File: config.mk
export PLATFORM = sky130hd
export DESIGN_NAME = stack_ram_ctrl_flat
export DESIGN_NICKNAME = d
export VERILOG_FILES = /design/src/rtl/stack_ram_ctrl_if.sv /design/src/rtl/stack_ram_ctrl.sv /design/src/flat_wrapper.sv
export SDC_FILE = /design/constraint.sdc
export NUM_CORES = 1
export LEC_CHECK = 0
export BUFFER_PORTS_ARGS = -buffer_cell sky130_fd_sc_hd__buf_2
export CAP_MARGIN = 15
export CELL_PAD_IN_SITES_DETAIL_PLACEMENT = 0
export CELL_PAD_IN_SITES_GLOBAL_PLACEMENT = 1
export CORE_AREA = 3 3 59 61
export CTS_CLUSTER_SIZE = 16
export DETAILED_ROUTE_END_ITERATION = 16
export DIE_AREA = 0 0 62 64
export GPL_TIMING_DRIVEN = 0
export PLACE_DENSITY_LB_ADDON = 0.1
export SYNTH_ARGS = -nofsm -noshare
export SYNTH_HDL_FRONTEND = slang
export SYNTH_SLANG_ARGS = --single-unit
export TNS_END_PERCENT = 5
File: constraint.sdc
create_clock -name clk -period 2.83 [get_ports clk]
set_input_delay 0.566 -clock clk [delete_from_list [all_inputs] [get_ports clk]]
set_output_delay 0.566 -clock clk [all_outputs]
set_load 0.01 [all_outputs]
File: src/rtl/stack_ram_ctrl_if.sv
// Bundle of the stack request/response signals and the single-port RAM port.
// The slave modport is the controller; the master modport is the user plus RAM.
interface stack_ram_ctrl_if #(
   parameter int ADDR_WIDTH = 4,
   parameter int DATA_WIDTH = 8
) ();
   logic                  clear;
   logic                  push;
   logic                  pop;
   logic [DATA_WIDTH-1:0] w_data;
   logic [DATA_WIDTH-1:0] r_data;
   logic                  r_valid;
   logic                  empty;
   logic                  full;
   logic [ADDR_WIDTH:0]   count;
   logic                  err;
   logic                  ram_we;
   logic [ADDR_WIDTH-1:0] ram_addr;
   logic [DATA_WIDTH-1:0] ram_din;
   logic [DATA_WIDTH-1:0] ram_dout;

   modport slave (
      input  clear, push, pop, w_data, ram_dout,
      output r_data, r_valid, empty, full, count, err, ram_we, ram_addr, ram_din
   );

   modport master (
      output clear, push, pop, w_data, ram_dout,
      input  r_data, r_valid, empty, full, count, err, ram_we, ram_addr, ram_din
   );
endinterface

File: src/rtl/stack_ram_ctrl.sv
// LIFO stack controller over an external single-port synchronous-read RAM.
// Pop data comes straight from the RAM output one cycle after the request.
module stack_ram_ctrl #(
   parameter int ADDR_WIDTH = 4,
   parameter int DATA_WIDTH = 8
) (
   input  logic             clk,
   input  logic             reset,
   stack_ram_ctrl_if.slave  bus
);
   localparam logic [ADDR_WIDTH:0] L_DEPTH = {1'b1, {ADDR_WIDTH{1'b0}}};
   localparam logic [ADDR_WIDTH:0] L_ZERO  = {(ADDR_WIDTH+1){1'b0}};
   localparam logic [ADDR_WIDTH:0] L_ONE   = {{ADDR_WIDTH{1'b0}}, 1'b1};

   typedef enum logic [1:0] {
      OP_IDLE  = 2'd0,
      OP_FLUSH = 2'd1,
      OP_POP   = 2'd2,
      OP_PUSH  = 2'd3
   } op_t;

   logic [ADDR_WIDTH:0]   r_ptr;
   logic                  r_valid_q;
   logic                  r_err;
   logic                  w_empty;
   logic                  w_full;
   op_t                   w_op;
   logic                  w_err_next;
   logic [ADDR_WIDTH-1:0] w_ptr_m1;

   assign w_empty  = (r_ptr == L_ZERO);
   assign w_full   = (r_ptr == L_DEPTH);
   assign w_ptr_m1 = r_ptr[ADDR_WIDTH-1:0] - ADDR_WIDTH'(1);

   // Request decode in priority order: clear, pop, push, idle.
   always_comb begin
      w_op = OP_IDLE;
      if (bus.clear) begin
         w_op = OP_FLUSH;
      end else if (bus.pop && !w_empty) begin
         w_op = OP_POP;
      end else if (bus.push && !w_full) begin
         w_op = OP_PUSH;
      end else begin
         w_op = OP_IDLE;
      end
   end

   // Rejected requests: overflow, underflow, and a push dropped in favour of a pop.
   always_comb begin
      w_err_next = 1'b0;
      if (bus.clear) begin
         w_err_next = 1'b0;
      end else begin
         w_err_next = (bus.push && w_full && !bus.pop)
                    | (bus.pop && w_empty && !bus.push)
                    | (bus.push && bus.pop && !w_empty);
      end
   end

   // RAM port is combinational from the decode so a push writes in its own cycle.
   always_comb begin
      bus.ram_we   = 1'b0;
      bus.ram_addr = w_ptr_m1;
      bus.ram_din  = bus.w_data;
      case (w_op)
         OP_PUSH: begin
            bus.ram_we   = !reset;
            bus.ram_addr = r_ptr[ADDR_WIDTH-1:0];
         end
         OP_POP: begin
            bus.ram_we   = 1'b0;
            bus.ram_addr = w_ptr_m1;
         end
         default: begin
            bus.ram_we   = 1'b0;
            bus.ram_addr = w_ptr_m1;
         end
      endcase
   end

   // Pointer and the two one-cycle strobes.
   always_ff @(posedge clk or posedge reset) begin
      if (reset) begin
         r_ptr     <= L_ZERO;
         r_valid_q <= 1'b0;
         r_err     <= 1'b0;
      end else begin
         r_valid_q <= (w_op == OP_POP);
         r_err     <= w_err_next;
         case (w_op)
            OP_FLUSH: r_ptr <= L_ZERO;
            OP_POP:   r_ptr <= r_ptr - L_ONE;
            OP_PUSH:  r_ptr <= r_ptr + L_ONE;
            default:  r_ptr <= r_ptr;
         endcase
      end
   end

   assign bus.r_data  = bus.ram_dout;
   assign bus.r_valid = r_valid_q;
   assign bus.err     = r_err;
   assign bus.empty   = w_empty;
   assign bus.full    = w_full;
   assign bus.count   = r_ptr;
endmodule
File: src/flat_wrapper.sv
// flat-port wrapper written by rule: the top's interface ports become plain ports
module stack_ram_ctrl_flat 
#(
   parameter int ADDR_WIDTH = 4,
   parameter int DATA_WIDTH = 8
)
  (clk, reset, bus_clear, bus_push, bus_pop, bus_w_data, bus_ram_dout, bus_r_data, bus_r_valid, bus_empty, bus_full, bus_count, bus_err, bus_ram_we, bus_ram_addr, bus_ram_din);
  stack_ram_ctrl_if #(.ADDR_WIDTH(ADDR_WIDTH), .DATA_WIDTH(DATA_WIDTH)) bus_i ();
  input  logic clk;
  input  logic reset;
  input wire logic [$bits(bus_i.clear)-1:0] bus_clear;
  input wire logic [$bits(bus_i.push)-1:0] bus_push;
  input wire logic [$bits(bus_i.pop)-1:0] bus_pop;
  input wire logic [$bits(bus_i.w_data)-1:0] bus_w_data;
  input wire logic [$bits(bus_i.ram_dout)-1:0] bus_ram_dout;
  output wire logic [$bits(bus_i.r_data)-1:0] bus_r_data;
  output wire logic [$bits(bus_i.r_valid)-1:0] bus_r_valid;
  output wire logic [$bits(bus_i.empty)-1:0] bus_empty;
  output wire logic [$bits(bus_i.full)-1:0] bus_full;
  output wire logic [$bits(bus_i.count)-1:0] bus_count;
  output wire logic [$bits(bus_i.err)-1:0] bus_err;
  output wire logic [$bits(bus_i.ram_we)-1:0] bus_ram_we;
  output wire logic [$bits(bus_i.ram_addr)-1:0] bus_ram_addr;
  output wire logic [$bits(bus_i.ram_din)-1:0] bus_ram_din;
  assign bus_i.clear = bus_clear;
  assign bus_i.push = bus_push;
  assign bus_i.pop = bus_pop;
  assign bus_i.w_data = bus_w_data;
  assign bus_i.ram_dout = bus_ram_dout;
  assign bus_r_data = bus_i.r_data;
  assign bus_r_valid = bus_i.r_valid;
  assign bus_empty = bus_i.empty;
  assign bus_full = bus_i.full;
  assign bus_count = bus_i.count;
  assign bus_err = bus_i.err;
  assign bus_ram_we = bus_i.ram_we;
  assign bus_ram_addr = bus_i.ram_addr;
  assign bus_ram_din = bus_i.ram_din;
  stack_ram_ctrl #(.ADDR_WIDTH(ADDR_WIDTH), .DATA_WIDTH(DATA_WIDTH)) u_core (.clk(clk), .reset(reset), .bus(bus_i));
endmodule
==> results of run 1 <==
## layout make-up
class	count	share of cell area (%)
Buffer	17	11.8
Clock buffer	4	2.42
Inverter	6	2.08
Multi-Input combinational cell	50	42.4
Sequential cell	7	16.4
Tap cell	44	5.08
Timing Repair Buffer	40	19.9
## metal layers
layer / vias to the layer above / GRT usage (%) / part of all wire (%)
met1: 333 / 11.3 / 41
met3: 2 / 1.82 / 6.9
met2: 33 / 16.1 / 52
met5: - / 0 / 0
met4: 0 / 4.77 / 0.54
li1: 353 / - / -
## cell usage after synthesis (2+ instances only)
master   instances
buf_4           17
nor2_1           8
dfrtp_1          7
inv_1            6
ha_1             5
a21oi_1          4
xnor2_1          4
mux2i_1          3
nand3_1          3
nand4_1          2
xor2_1           2
## registers in the layout (all words and copies together) (netlist names)
register,cells
u_core.bus.count,5
u_core.bus.err,1
u_core.bus.r_valid,1
## kinds of logic after synthesis
family	Yosys count	synth area share, %
adders and majority gates	6	11.2
AOI/OAI and AO/OA	14	16.9
and+or+nand+nor	21	16.8
buffers and inverters	23	20.3
DFF	7	23.7
xor gates and xnor gates	6	7.11
muxes	3	4.06
## worst paths after layout
check	from	endpoint	slack (ps)	cells past startpoint
max in group asynchronous	reset	u_core.bus.count[0]	2370	2
min reg2reg	u_core.bus.count[4]	u_core.bus.err	710	3
max	u_core.bus.count[1]	bus_ram_addr[3]	100	8
min in group clk	bus_clear	u_core.bus.count[0]	580	2
min	reset	u_core.bus.count[1]	240	2
max reg2reg	u_core.bus.count[1]	u_core.bus.count[4]	130	10
## stage by stage
| stage | power (mW) | setup TNS (ps) |
|---|---|---|
| after floorplan | 0.592 | 0 |
| after global placement | 0.780 | -488 |
| after detailed placement | 0.775 | -372 |
| after CTS | 0.939 | 0 |
| after global routing | 1.09 | -4.02 |
| final | 0.993 | 0 |
## worst max-delay path, cell delays in order, from the launching register on
cell       delay [ps]
dfrtp_2           420
inv_2             100
ha_4              150
or3b_4            390
a211oi_4          320
buf_4             170
a2111oi_2          60
xor2_1            160
buf_2             150
## layout by cell type, fill, tap and decap left out, types with 2 or more instances in the layout
cell and instances:
ha_1 3, inv_2 2, nand4_1 2, ha_4 2, buf_4 23, dfrtp_1 5, clkbuf_4 3, inv_1 4
xnor2_1 4, a21oi_1 3, nand3_1 3, mux2i_1 3, nor2_1 8, xor2_1 2, dfrtp_2 2, buf_2 34
## report_power, final
| group | internal, mW | switching, mW | total (mW) | leakage [nW] |
|---|---|---|---|---|
| clock | 0.0540 | 0.0402 | 0.0943 | 0.0150 |
| combinational | 0.367 | 0.350 | 0.717 | 0.455 |
| sequential | 0.135 | 0.0475 | 0.183 | 0.0888 |
| total | 0.556 | 0.438 | 0.993 | 0.559 |
## repair_timing
item                       CTS  global route
setup endpoints to repair    7             3
resized for setup            8             4
setup buffers                3             3
pin swaps                    1             2
==> metrics.md, run 1 <==
| Metric | Value |
|---|---|
| Drt via density | `4.29` |
| Final min period | `2730 ps` |
| Vias in the first global route | `675` |
| Seq cells post-synth | `7` |
| CTS buffer count | `3` |
| Final Cycle Share | `96.6%` |
| Detailed Route Iter0 Violations | `11` |
| Final ANT Viol Nets | `0` |
| CTS tree | `yes` |
| Sequential cell area | `178 um2` |
| Cell variety after synth | `30` |
| Largest net degree at the start of global routing | `9` |
| Core Region | `3030 um2` |
| First-pass GRT wire length | `2870 um` |
| Syn_nets | `107` |
| EDFF count, synth | `0` |
| Worst skew pair latency | `250 ps` |
| Die Y | `64 um` |
| Routed vias | `721` |
| Post-Route Skew | `3.10 ps` |
| Critical Path RT | `2260 ps` |
| Fin worst setup slack | `96.7 ps` |
| Fin area | `1080 um2` |
| Routed len/inst | `11.0 um` |
| Slew @ Worst Pin | `469 ps` |
| Nature of the critical path endpoint | `output pin` |
| Rows | `20` |
| Max IR drop VDD | `0.249 mV` |
| Initial antenna violation count | `0` |
| Worst slack, placed | `-286 ps` |
| Setup-failing EPs final | `0` |
| I/O pin cnt | `51` |
| DP Wirelength | `1450 um` |
| Top-area cell type share of the netlist area | `23.7%` |
| Area of the multi-input gates | `459 um2` |
| # port buffers | `34` |
| Die width | `62 um` |
| Fmax achieved | `366 MHz` |
| # hold bufs at CTS | `0` |
| Fin util | `35.8%` |
| Avg Inst Size Synth | `9.24 um2` |
| Relative slew slack | `68.6%` |
| Critical setup path kind | `flop to output pin` |
| DP Cell Count | `158` |
| Status | `finished, final reports clean` |
| Yosys warnings | `0` |
| # clock sinks | `7` |
| Layout net count | `152` |
| Total GRT Usage | `9.65%` |
| Worst-path clk slew | `60 ps` |
| Share of cells above drive strength 1 | `61.3%` |
| Power density cells | `917 nW/um2` |
| Final Non-Filler Cells | `168` |
| Hold_ws | `236 ps` |
| Post-Syn Instances | `80` |
| Worst EP arrival | `2170 ps` |
| Total Die Area | `3970 um2` |
| Leak | `0.559 nW` |
| CTS H-Tree Depth | `1` |
| Worst Setup Start Kind | `flop` |
| Max Slew Vio Count | `0` |
| Final GP Congestion | `0.714` |
| N_diodes | `0` |
| Asr flop ratio synth | `100%` |
| Syn-to-layout area delta | `46.5%` |
| CTS Root Buffer Type | `clkbuf_4` |
| Post-Route WL | `1840 um` |
| Total grt overflow | `0` |
| Clock Path Buffers | `2` |
| Hold WC Path Type | `input pin to asynchronous set/reset pin` |
| Post-DP Area | `965 um2` |
| Max_cap viols | `0` |
| Top_reg_cell synth | `dfrtp_1` |
| Fillers | `327` |
| Top cells by area, synth | `dfrtp_1 24%, buf_4 17%, ha_1 8.5%` |
| Initial Utilization | `24.4%` |
| DRC violations left | `0` |
| Largest area contributor in the netlist | `dfrtp_1` |
| Mapped Area | `739 um2` |
| Fin. Hold Viols | `0` |
| First-pass DRT Iterations | `4` |
| Seq/Total Area, Yosys | `23.7%` |
| Critical path peak fanout | `3` |
(Power assumes the default switching activity.)
==> inputs of run 2 (changes only) <==
--- a/config.mk
+++ b/config.mk
@@ -5,14 +5,15 @@
 export SDC_FILE = /design/constraint.sdc
 export NUM_CORES = 1
 export LEC_CHECK = 0
+export ABC_AREA = 1
 export BUFFER_PORTS_ARGS = -buffer_cell sky130_fd_sc_hd__buf_2
 export CAP_MARGIN = 15
 export CELL_PAD_IN_SITES_DETAIL_PLACEMENT = 0
 export CELL_PAD_IN_SITES_GLOBAL_PLACEMENT = 1
-export CORE_AREA = 3 3 59 61
+export CORE_AREA = 3 3 58 60
 export CTS_CLUSTER_SIZE = 16
 export DETAILED_ROUTE_END_ITERATION = 16
-export DIE_AREA = 0 0 62 64
+export DIE_AREA = 0 0 61 63
 export GPL_TIMING_DRIVEN = 0
 export PLACE_DENSITY_LB_ADDON = 0.1
 export SYNTH_ARGS = -nofsm -noshare
==> run 2 against run 1 <==
Against the previous run:
- total power decreased by 14%
- first-iteration DRC count grew 18%
- design area decreased by 14%
- maximum frequency increased by 9.8%
- clock skew up 1.5 ps
- count of clock-buffer cells in the layout shrank 1
- routed wire length shrank 9.9%
- critical path depth rose by 1
- combinational power down 18%
- non-clock buffer count down 7
- register-to-register slack better by 360 ps
- largest power group unchanged
==> metrics.md, run 2 <==
| Metric | Value |
|---|---|
| Status | `finished, final reports clean` |
| PnR Total Power | `0.859 mW (-14%)` |
| Largest net degree at the start of global routing | `12 (+3)` |
| EDFF count, synth | `0 (unchanged)` |
| DRT met1 WL | `750 um (-0.27%)` |
| Logic pwr share | `68.2% (-3.9 points)` |
| # clock sinks | `7 (unchanged)` |
| Core Region | `2980 um2 (-1.7%)` |
| Fin. Hold Viols | `0 (unchanged)` |
| Crit path largest cell delay | `460 ps (+40 ps)` |
| Top-count cell post-synth | `buf_4` |
| Yosys warnings | `0 (unchanged)` |
| Unrepaired setup endpoints after global routing | `false` |
| Worst Setup Start Kind | `flop` |
| Seq pwr share | `21.0% (+2.6 points)` |
| # port buffers | `34 (unchanged)` |
| Initial antenna violation count | `0 (unchanged)` |
| Seq/Total Area, Yosys | `25.1% (+1.4 points)` |
| Post-DP Area | `910 um2 (-5.7%)` |
| Fin worst setup slack | `340 ps (+243 ps)` |
| Switching power | `0.419 mW (-4.4%)` |
| Worst slack, placed | `443 ps (+728 ps)` |
| Hold WC Path Type | `input pin to asynchronous set/reset pin` |
| Reg2Reg Depth | `13 (+3)` |
| Layout net count | `153 (+0.66%)` |
| Setup-failing EPs final | `0 (unchanged)` |
| Post-CTS Resized | `0 (-8)` |
| Fillers | `347 (+6.1%)` |
| Hold_ws | `244 ps (+7.29 ps)` |
| Final Non-Filler Cells | `158 (-6.0%)` |
| Fin area | `937 um2 (-14%)` |
| Fmax achieved | `402 MHz (+9.8%)` |
| CTS buffer count | `3 (unchanged)` |
| Total grt overflow | `0 (unchanged)` |
| Rows | `20 (unchanged)` |
| Mapped Area | `698 um2 (-5.6%)` |
| CTS H-Tree Depth | `1 (unchanged)` |
| Sequential cell area | `175 um2 (-1.4%)` |
| Total GRT Usage | `9.61% (-0.037 points)` |
| DRC violations left | `0 (unchanged)` |
| Final ANT Viol Nets | `0 (unchanged)` |
| Worst EP arrival | `1920 ps (-250 ps)` |
| Most common cell after layout, fill and taps aside | `buf_2` |
| Post-Route WL | `1660 um (-9.9%)` |
| Max reg flops | `5 (unchanged)` |
| Power density cells | `916 nW/um2 (about the same)` |
| Max IR drop VDD | `0.326 mV (+31%)` |
| Max Slew Vio Count | `0 (unchanged)` |
| Most frequent cells in the layout | `34 x buf_2, 16 x buf_4, 11 x nand2_1, 8 x inv_1` |
| Final GP Congestion | `0.731 (+2.4%)` |
| CTS tree | `yes` |
| Routed len/inst | `10.5 um (-4.2%)` |
| Setup bufs post-CTS | `0 (-3)` |
| Syn-to-layout area delta | `34.2%` |
| Top layer in use | `met4` |
| Max_cap viols | `0 (unchanged)` |
| Top-area cell type share of the netlist area | `25.1% (+1.4 points)` |
| Cell variety after synth | `22 (-27%)` |
| Vias in the first global route | `587 (-13%)` |
| Switching part of the total | `48.7% (+4.7 points)` |
| First-pass GRT wire length | `2790 um (-2.9%)` |
| Worst-path clk slew | `60 ps (about the same)` |
| Die Y | `63 um (-1.6%)` |
| Leak | `0.544 nW (-2.6%)` |
| R2r setup slk | `490 ps (+360 ps)` |
| Clock Path Buffers | `2 (unchanged)` |
| N_diodes | `0 (unchanged)` |
| Area of the multi-input gates | `362 um2 (-21%)` |
| Die width | `61 um (-1.6%)` |
| First-pass DRT Iterations | `2 (-2)` |
| Worst skew pair latency | `250 ps (about the same)` |
| Seq cells post-synth | `7 (unchanged)` |
| Nature of the critical path endpoint | `output pin` |
| Wire length on met2 | `737 um (-23%)` |
| DP Wirelength | `1430 um (-1.8%)` |
| Syn_nets | `114 (+6.5%)` |
| Slew @ Worst Pin | `281 ps (-188 ps)` |
| Fin util | `31.5% (-4.3 points)` |
| Post-synth top cells | `16 x buf_4, 11 x nand2_1, 8 x inv_1` |
| I/O pin cnt | `51 (unchanged)` |
| Initial Utilization | `23.4% (-0.98 points)` |
| Post-Route Skew | `4.60 ps (+1.50 ps)` |
| Fin Setup TNS | `0 ps (unchanged)` |
| # hold bufs at CTS | `0 (unchanged)` |
| Post-Syn Instances | `87 (+8.8%)` |
| Critical path peak fanout | `11 (+8)` |
| Share of cells above drive strength 1 | `52.8% (-8.5 points)` |
| Final Cycle Share | `88.0% (-8.6 points)` |
| Critical Path RT | `2260 ps (about the same)` |
| Relative slew slack | `81.2% (+13 points)` |
| Largest area contributor in the netlist | `dfrtp_1` |
| Top cells by area, synth | `dfrtp_1 25%, buf_4 17%, ha_1 9.0%` |
| Final min period | `2490 ps (-243 ps)` |
| Top_reg_cell synth | `dfrtp_1` |
| CTS Root Buffer Type | `clkbuf_4` |
| P_int | `0.440 mW (-21%)` |
| Total Die Area | `3840 um2 (-3.2%)` |
| Routed vias | `638 (-12%)` |
| Drt via density | `4.04 (-5.9%)` |
| Cell mode on critical path | `nand2_2` |
| Critical setup path kind | `flop to output pin` |
| Met3 Wirelength | `162 um (+28%)` |
| Asr flop ratio synth | `100% (unchanged)` |
| Crit path cell chain | `inv_1 -> ha_1 -> nand3_1 -> nand2_2 -> inv_2 -> nand3_4 -> nand2_2 -> xor2_2 -> buf_2` |
| DP Cell Count | `154 (-2.5%)` |
| Clock Power Share | `10.8% (+1.3 points)` |
| Detailed Route Iter0 Violations | `13 (+2)` |
| Avg Inst Size Synth | `8.02 um2 (-13%)` |
| Worst-path cell with the longest stage delay | `dfrtp_1` |
==> run 2: changes by cell type after synthesis, sizes merged, moves of 4 or more <==
cell / change
inv: +4
nand2: +13
nand3: +6
o21ai: +4
==> run 2: power by group through the flow <==
stage	registers (mW)	logic (mW)	clock network [mW]
after global routing	0.189	0.673	0.109
after floorplan	0.192	0.408	0
final	0.181	0.585	0.0927
after global placement	0.184	0.598	0
after detailed placement	0.185	0.601	0
after CTS	0.184	0.603	0.0983
==> run 2: area by class of cell <==
class | count | share of cell area, %
multi-input combinational | 53 | 38.6
sequential | 7 | 18.7
timing repair buffer | 34 | 18.2
buffer | 16 | 12.8
inverter | 11 | 4.41
tap | 33 | 4.41
clock buffer | 3 | 2.40
clock inverter | 1 | 0.534
==> run 2: cells by family after synthesis <==
group,Yosys count,share of synthesized area (%)
flops,7,25.1
fa+ha+maj,6,11.8
xor+xnor,5,7.35
simple gates,31,24.0
buf+inv,27,23.1
compound gates,11,8.60
==> run 2: final timing paths <==
kind	to	startpoint
worst min-delay path	u_core.bus.r_valid	reset
worst max register to register	u_core.bus.count[4]	u_core.bus.count[0]
min in group clk	u_core.bus.r_valid	bus_clear
max in group asynchronous	u_core.bus.count[4]	reset
worst max-delay path	bus_ram_addr[2]	u_core.bus.count[0]
worst min register to register	u_core.bus.count[3]	u_core.bus.count[3]
==> run 2: routing by layer <==
layer  global-route usage, %  up-vias
met5                       0        -
met4                    3.25        0
li1                        -      334
met2                    14.2       32
met1                    13.1      270
met3                    2.89        2
==> run 2: critical path, delay by kind of cell (launching register included) <==
family,cells,cell delay [ps]
and+or+nand+nor,4,470
xor gates and xnor gates,1,120
buffers and inverters,3,370
DFF,1,460
adders and majority gates,1,260
==> inputs of run 3 (changes only) <==
--- a/config.mk
+++ b/config.mk
@@ -6,16 +6,17 @@
 export NUM_CORES = 1
 export LEC_CHECK = 0
 export ABC_AREA = 1
-export BUFFER_PORTS_ARGS = -buffer_cell sky130_fd_sc_hd__buf_2
 export CAP_MARGIN = 15
 export CELL_PAD_IN_SITES_DETAIL_PLACEMENT = 0
 export CELL_PAD_IN_SITES_GLOBAL_PLACEMENT = 1
-export CORE_AREA = 3 3 58 60
+export CORE_AREA = 3 3 49 51
 export CTS_CLUSTER_SIZE = 16
 export DETAILED_ROUTE_END_ITERATION = 16
-export DIE_AREA = 0 0 61 63
+export DIE_AREA = 0 0 52 54
+export DONT_BUFFER_PORTS = 1
 export GPL_TIMING_DRIVEN = 0
 export PLACE_DENSITY_LB_ADDON = 0.1
+export SETUP_SLACK_MARGIN = 0.5
 export SYNTH_ARGS = -nofsm -noshare
 export SYNTH_HDL_FRONTEND = slang
 export SYNTH_SLANG_ARGS = --single-unit
==> run 3 against run 2 <==
Against the previous run:
- die area down 27%
- global-route usage up 1.9 points
- total power up 6.3%
- first-iteration DRC count down 85%
- register-to-register slack better by 250 ps
- critical path depth down 2
- non-clock buffer count down 31
- critical path type unchanged
- critical endpoint unchanged
- largest cell class unchanged
- largest power group unchanged
==> metrics.md, run 3 (synthesis gave the netlist of run 2 again) <==
| Metric | Value |
|---|---|
| Critical Path RT | `2260 ps (about the same)` |
| Post-Route WL | `1590 um (-4.0%)` |
| Max reg flops | `5 (unchanged)` |
| PnR Total Power | `0.913 mW (+6.3%)` |
| DRC violations left | `0 (unchanged)` |
| CTS H-Tree Depth | `1 (unchanged)` |
| Post-DP Area | `732 um2 (-20%)` |
| Worst EP arrival | `1660 ps (-260 ps)` |
| Max IR drop VDD | `0.362 mV (+11%)` |
| # port buffers | `0 (-100%)` |
| Clock Path Buffers | `2 (unchanged)` |
| Unrepaired setup endpoints after global routing | `false` |
| Max_cap viols | `0 (unchanged)` |
| Met1 Use GR | `14.2% (+1.1 points)` |
| Total grt overflow | `0 (unchanged)` |
| Routed len/inst | `13.0 um (+24%)` |
| CTS tree | `yes` |
| Critical setup path kind | `flop to output pin` |
| Global route hottest layer | `met2` |
| Fillers | `187 (-46%)` |
| Max Slew Vio Count | `0 (unchanged)` |
| Drt via density | `4.73 (+17%)` |
| Share of cells above drive strength 1 | `47.4% (-5.4 points)` |
| Final min period | `2220 ps (-268 ps)` |
| DP Wirelength | `1210 um (-15%)` |
| Worst-path clk slew | `50 ps (about the same)` |
| Relative slew slack | `79.7% (-1.6 points)` |
| Nature of the critical path endpoint | `output pin` |
| Status | `finished, final reports clean` |
| Slew @ Worst Pin | `305 ps (+23.8 ps)` |
| Detailed Route Iter0 Violations | `2 (-11)` |
| Hold WC Path Type | `input pin to asynchronous set/reset pin` |
| Final Cycle Share | `78.5% (-9.5 points)` |
| Largest net degree at the start of global routing | `8 (-4)` |
| CTS Root Buffer Type | `clkbuf_4` |
| Fin area | `886 um2 (-5.5%)` |
| I/O pin cnt | `51 (unchanged)` |
| First-pass GRT wire length | `2330 um (-17%)` |
| Final Non-Filler Cells | `122 (-23%)` |
| Rows | `16 (-20%)` |
| Fin util | `44.7% (+13 points)` |
| Syn-to-layout area delta | `26.9%` |
| Total Die Area | `2810 um2 (-27%)` |
| Met2 usage | `18.6% (+4.4 points)` |
| Worst skew pair latency | `250 ps (about the same)` |
| Final ANT Viol Nets | `0 (unchanged)` |
| Most frequent cells in the layout | `19 x buf_4, 11 x nand2_1, 6 x inv_1, 6 x nand3_1` |
| # clock sinks | `7 (unchanged)` |
| Final GP Congestion | `0.681 (-6.9%)` |
| Most common cell after layout, fill and taps aside | `buf_4` |
| CTS buffer count | `3 (unchanged)` |
| Initial Utilization | `35.2% (+12 points)` |
| First-pass DRT Iterations | `3 (+1)` |
| Routed vias | `577 (-9.6%)` |
| Vias in the first global route | `510 (-13%)` |
| Worst Setup Start Kind | `flop` |
| Post-Route Skew | `1.82 ps (-2.78 ps)` |
| Setup-failing EPs final | `0 (unchanged)` |
| Critical path peak fanout | `6 (-5)` |
| Power density cells | `1030 nW/um2 (+12%)` |
| Fin Setup TNS | `0 ps (unchanged)` |
| N_diodes | `0 (unchanged)` |
| # hold bufs at CTS | `0 (unchanged)` |
| Die Y | `54 um (-14%)` |
| Leak | `0.421 nW (-23%)` |
| Total GRT Usage | `11.5% (+1.9 points)` |
| DP Cell Count | `114 (-26%)` |
| Met3 Usage GRT | `3.05% (+0.15 points)` |
| Fmax achieved | `450 MHz (+12%)` |
| Core Region | `1980 um2 (-33%)` |
| Fin. Hold Viols | `0 (unchanged)` |
| Layout net count | `123 (-20%)` |
| Die width | `52 um (-15%)` |
| Initial antenna violation count | `0 (unchanged)` |
## run 3: final timing paths
kind,start,endpoint,slack [ps],cells past startpoint
worst min register to register,u_core.bus.count[1],u_core.bus.count[1],690,2
worst max register to register,u_core.bus.count[0],u_core.bus.count[4],740,12
min in group clk,bus_clear,u_core.bus.r_valid,380,1
worst max-delay path,u_core.bus.count[0],bus_ram_addr[2],610,7
worst min-delay path,reset,u_core.bus.count[4],140,1
max in group asynchronous,reset,u_core.bus.count[0],2440,1
## run 3: timing repair
action	4_1_cts	5_1_grt
pin swaps	2	3
gates resized for setup	5	14
gates cloned	1	0
buffers inserted	1	2
setup endpoints to repair	8	8
## run 3: area by class of cell
cell class	count	area [um2]	share of cell area, %
clock buffers	4	26.3	2.97
plain buffers	16	120	13.6
inverters	11	48.8	5.51
flip-flops and latches	7	178	20.1
well taps	27	33.8	3.81
repair buffers	3	22.5	2.54
multi-input cells	54	457	51.6
## run 3: through the flow
stage / hold slack (ps) / setup WS (ps)
CTS: 138 / 487
global placement: 400 / 374
finish: 142 / 608
floorplan: 369 / 680
global route: 129 / 512
detailed placement: 403 / 373
## run 3: per-layer routing
layer / wire (um) / up-vias
met5: 0 / -
met4: 4 / 0
met3: 167 / 2
met2: 754 / 35
met1: 666 / 259
li1: - / 281
## run 3: power by group
part / switching, mW / internal (mW)
registers: 0.0828 / 0.138
clock network: 0.0367 / 0.0538
logic: 0.341 / 0.260
## run 3: worst max-delay path, cell delays in order (launching register included)
cell and delay [ps]:
dfrtp_2 490, inv_4 110, ha_4 160, nand3_4 100
nand2_4 110, nand3_4 150, nand2_4 130, xor2_4 170
